File: config.mk
export PLATFORM = sky130hd
export DESIGN_NAME = sata_dma_engine
export DESIGN_NICKNAME = d
export VERILOG_FILES = /design/src/rtl/sata_dma_engine.sv
export SDC_FILE = /design/constraint.sdc
export NUM_CORES = 1
export LEC_CHECK = 0
export ABC_CLOCK_PERIOD_IN_PS = 2300
export CAP_MARGIN = 20
export CORE_MARGIN = 1
export CORE_UTILIZATION = 40
export CTS_CLUSTER_DIAMETER = 150
export DETAILED_ROUTE_END_ITERATION = 10
export GPL_ROUTABILITY_DRIVEN = 1
export PLACE_DENSITY = 0.74
export SKIP_CTS_REPAIR_TIMING = 1
export SLEW_MARGIN = 0
export SYNTH_ARGS = -nofsm -noshare
export SYNTH_HDL_FRONTEND = slang
export SYNTH_SLANG_ARGS = --single-unit
File: constraint.sdc
create_clock -name sys_clk -period 2.3 [get_ports sys_clk]
set_input_delay 0.46 -clock sys_clk [delete_from_list [all_inputs] [get_ports sys_clk]]
set_output_delay 0.46 -clock sys_clk [all_outputs]
set_load 0.02 [all_outputs]
File: src/rtl/sata_dma_engine.sv
// Splits one DMA descriptor into aligned MPI bursts of at most 2^C_BURST_LOG2 words,
// with a single burst outstanding, and pulses dma_ack when the descriptor retires.
module sata_dma_engine #(
  parameter int unsigned C_BURST_LOG2 = 4,
  parameter int unsigned C_PORT       = 0
) (
  input  logic                  sys_clk,
  input  logic                  sys_rst,
  input  logic                  dma_req,
  input  logic [31:0]           dma_address,
  input  logic [15:0]           dma_length,
  input  logic                  dma_wrt,
  output logic                  dma_ack,
  output logic                  dma_busy,
  output logic                  dma_err,
  output logic                  mem_req,
  input  logic                  mem_gnt,
  output logic [31:0]           mem_addr,
  output logic [C_BURST_LOG2:0] mem_len,
  output logic                  mem_wr,
  output logic [1:0]            mem_port,
  input  logic                  mem_done,
  input  logic                  mem_err
);
  localparam int B = C_BURST_LOG2;

  typedef enum logic [2:0] {S_IDLE, S_CALC, S_ISSUE, S_WAIT, S_DONE} state_e;

  state_e      state_q, state_d;
  logic [29:0] cur_addr_q, cur_addr_d;
  logic [13:0] rem_q, rem_d;
  logic        wrt_q, wrt_d;
  logic        err_q, err_d;
  logic [31:0] mem_addr_q, mem_addr_d;
  logic [B:0]  mem_len_q, mem_len_d;
  logic [B:0]  room;
  logic [B:0]  len;
  logic        unused_lsbs;

  // Words left before the next aligned burst boundary; a burst is clipped there.
  assign room = {1'b1, {B{1'b0}}} - {1'b0, cur_addr_q[B-1:0]};
  assign len  = (rem_q < 14'(room)) ? rem_q[B:0] : room;

  assign unused_lsbs = ^{dma_address[1:0], dma_length[1:0]};

  always_comb begin
    state_d    = state_q;
    cur_addr_d = cur_addr_q;
    rem_d      = rem_q;
    wrt_d      = wrt_q;
    err_d      = err_q;
    mem_addr_d = mem_addr_q;
    mem_len_d  = mem_len_q;
    unique case (state_q)
      S_IDLE: if (dma_req) begin
        cur_addr_d = dma_address[31:2];
        rem_d      = dma_length[15:2];
        wrt_d      = dma_wrt;
        err_d      = 1'b0;
        state_d    = S_CALC;
      end
      S_CALC: begin
        if (rem_q == '0) begin
          state_d = S_DONE;
        end else begin
          mem_addr_d = {cur_addr_q, 2'b00};
          mem_len_d  = len;
          state_d    = S_ISSUE;
        end
      end
      S_ISSUE: if (mem_gnt) begin
        cur_addr_d = cur_addr_q + 30'(mem_len_q);
        rem_d      = rem_q - 14'(mem_len_q);
        state_d    = S_WAIT;
      end
      S_WAIT: if (mem_done) begin
        // A failed burst retires the whole descriptor; later bursts are dropped.
        if (mem_err) begin
          err_d   = 1'b1;
          state_d = S_DONE;
        end else if (rem_q == '0) begin
          state_d = S_DONE;
        end else begin
          state_d = S_CALC;
        end
      end
      S_DONE:  state_d = S_IDLE;
      default: state_d = S_IDLE;
    endcase
  end

  always_ff @(posedge sys_clk) begin
    if (sys_rst) begin
      state_q    <= S_IDLE;
      cur_addr_q <= '0;
      rem_q      <= '0;
      wrt_q      <= 1'b0;
      err_q      <= 1'b0;
      mem_addr_q <= '0;
      mem_len_q  <= '0;
    end else begin
      state_q    <= state_d;
      cur_addr_q <= cur_addr_d;
      rem_q      <= rem_d;
      wrt_q      <= wrt_d;
      err_q      <= err_d;
      mem_addr_q <= mem_addr_d;
      mem_len_q  <= mem_len_d;
    end
  end

  assign dma_ack  = (state_q == S_DONE);
  assign dma_busy = (state_q != S_IDLE);
  assign dma_err  = err_q;
  assign mem_req  = (state_q == S_ISSUE);
  assign mem_addr = mem_addr_q;
  assign mem_len  = mem_len_q;
  assign mem_wr   = wrt_q;
  assign mem_port = 2'(C_PORT);
endmodule

==> metrics <==
Final Hold Viols 0; Yosys cell types 81; vias in the first global route 4,711; # fillers 1,072; # IOs 99; Max-cap violations 0; CP Data Required Time 2.52 ns; unrepaired setup endpoints after global routing no; DRC viols 2; fmax 457 MHz; GPL Wtd Cong 0.847; final WL 14,200 um; Buffers & Inverters on Critical Path 1; H-tree levels 3; M3 GR Usage 5.02%; initial antenna violation count 0; vias 4,883; first-pass GRT wire length 23,100 um; CP Data Arrival Time 2.41 ns; gr busiest metal met2; Clock transition at path regs 0.07 ns; post-synthesis register bit count 84; Avg WL per Cell 17.3 um; Setup TNS 0 ns; Crit Path Class reg2reg; pwr dens 1020 mW/mm^2; CTS max path bufs 2; IO buf count 90; core footprint 0.0117 sq mm; status finished, violations left; commonest cells after routing, fill and taps aside 88 x clkdlybuf4s50_1, 82 x dfxtp_1, 75 x nor2_1, 36 x mux2i_1, 35 x a21oi_1; M2 GR Usage 39.0%; Starting DRT DRC Count 442; Rows 39; remaining global-route overflow 0; Slew Viols, Final 0; Power Total 6.55 mW; YS warnings 0; worst skew pair latency 0.34 ns; Num CTS Buffers 9; Post-Synthesis Cells 581; nets 750; CP cell instances ha_1 > fa_1 > a211oi_2 > o21bai_2 > buf_4 > nand2_1 > nor2_1 > o311a_1; failing checks DRC; DRT Pass-1 Iters 8; GR Layer Usage met1 28.4%; largest net degree at the start of global routing 73; sequential area share after synthesis 34.5%; Cell Area, Synth 0.00487 sq mm; Max IR drop VDD 0.505 mV; vias per std cell 5.92; CP endpoint kind flip-flop; Setup Skew 0.00642 ns; Final Non-Filler Cells 825; Synth-to-Final Area Change 31.6%; Synth async-reset ratio 0%; most common cell after layout, fill and taps aside clkdlybuf4s50_1; Final Cycle Share 95.0%; crit-path max FO 7; TritonCTS Sinks 84; critical path's slowest cell fa_1; Hold Path Class reg2reg; fraction of layout cells with a size suffix above 1 11.9%; minimum clock period 2.19 ns; setup violators final 0; Detail Route Antenna Nets 0; Worst path top cell family by delay compound AO/OA/AOI/OAI gates; DP Cell Count 810; CTS tree yes; Leakage 2.42 nW; Die Height 112 um; max incr delay on CP 0.42 ns; mean post-synth cell area 8.38 sq um; number of flops mapped to enable cells by yosys 0; GRT Total Usage 22.8%; Die ar. 0.0126 sq mm; Startpoint Class flip-flop; Most used DFF post-synth dfxtp_1; n_diodes 0; Detailed Place HPWL 10000 um; Root Driver clkbuf_16; Die Wd 112 um; Initial Utilization 41.8%
[power by group]
group          internal [mW]  total (mW)  switching, mW  leakage (nW)
sequential              1.73        2.05          0.321         0.689
combinational           1.31        2.94           1.63          1.58
clock                  0.947        1.56          0.617         0.148
total                   3.99        6.55           2.56          2.42
[layer usage]
layer	vias up	wire length, um
met5	-	0
met4	0	243
met3	23	817
met2	178	6890
met1	2338	6280
li1	2344	-
[through the flow]
| stage | area (sq um) | utilization, % | setup slack, ns | hold slack (ns) |
|---|---|---|---|---|
| 6_report | 6410 | 55.0 | 0.114 | 0.460 |
| 5_1_grt | 6410 | 55.0 | 0.00320 | 0.487 |
| 4_1_cts | 6380 | 54.7 | -0.198 | 0.461 |
| 3_5_place_dp | 6070 | 52.1 | -0.0511 | 0.452 |
| 3_3_place_gp | 6070 | 52.1 | -0.0122 | 0.448 |
| 2_1_floorplan | 4890 | - | 0.0107 | 0.481 |
[worst paths after layout]
| check | startpoint | end | slack, ns | cells after the start |
|---|---|---|---|---|
| setup / recovery | cur_addr_q[0] | cur_addr_q[24] | 0.11 | 8 |
| hold / removal | mem_wr | mem_wr | 0.46 | 2 |
| setup reg to reg | cur_addr_q[0] | cur_addr_q[24] | 0.11 | 8 |
| hold reg to reg | mem_wr | mem_wr | 0.46 | 2 |
[worst min-delay path, cell delays in order (launching register included)]
cell,delay (ns)
dfxtp_1,0.31
nand2_1,0.05
a21oi_1,0.05
[final cells by class]
type	instances	area [sq um]	share of cell area [%]
inverter	18	67.6	1.05
clock inverter	6	88.8	1.39
sequential	84	1680	26.3
tap	143	179	2.79
clock buffer	9	225	3.51
multi-input combinational	438	2940	45.8
timing repair buffer	127	1230	19.1
[Yosys cell counts, drive strengths merged (6+ instances only)]
library cell / number / share of area [%]
a211oi: 22 / 3.4
a21oi: 35 / 3.6
a311oi: 8 / 1.4
a31oi: 8 / 1.3
and2: 8 / 1.0
and3: 9 / 1.2
buf: 22 / 2.9
clkbuf: 21 / 1.6
dfxtp: 84 / 35
ha: 15 / 3.9
inv: 17 / 1.3
mux2i: 36 / 7.4
nand2: 34 / 2.6
nand3: 17 / 1.7
nor2: 76 / 5.9
nor2b: 6 / 0.77
nor3: 25 / 2.8
nor4: 9 / 1.5
o211ai: 8 / 1.5
o21ai: 22 / 2.3
or3: 6 / 0.77
or4: 7 / 1.2
[cell families (layout without fill, tap and decap cells)]
kind of cell,Yosys count,count (layout),synth area share (%)
other,1,4,0.0770
adders and majority gates,17,17,4.68
DFF,84,84,34.5
muxes,39,39,8.09
buffers and inverters,62,160,6.04
xor gates and xnor gates,4,4,0.720
and+or+nand+nor,220,220,23.0
AOI/OAI and AO/OA,154,154,22.8
[registers in the layout (all words and copies together), names as in the netlist]
name and count:
cur_addr_q 30, mem_addr 30, rem_q 14, mem_len 5
state_q 3, dma_err 1, mem_wr 1
No activity file was read; power rests on OpenSTA's default activity.
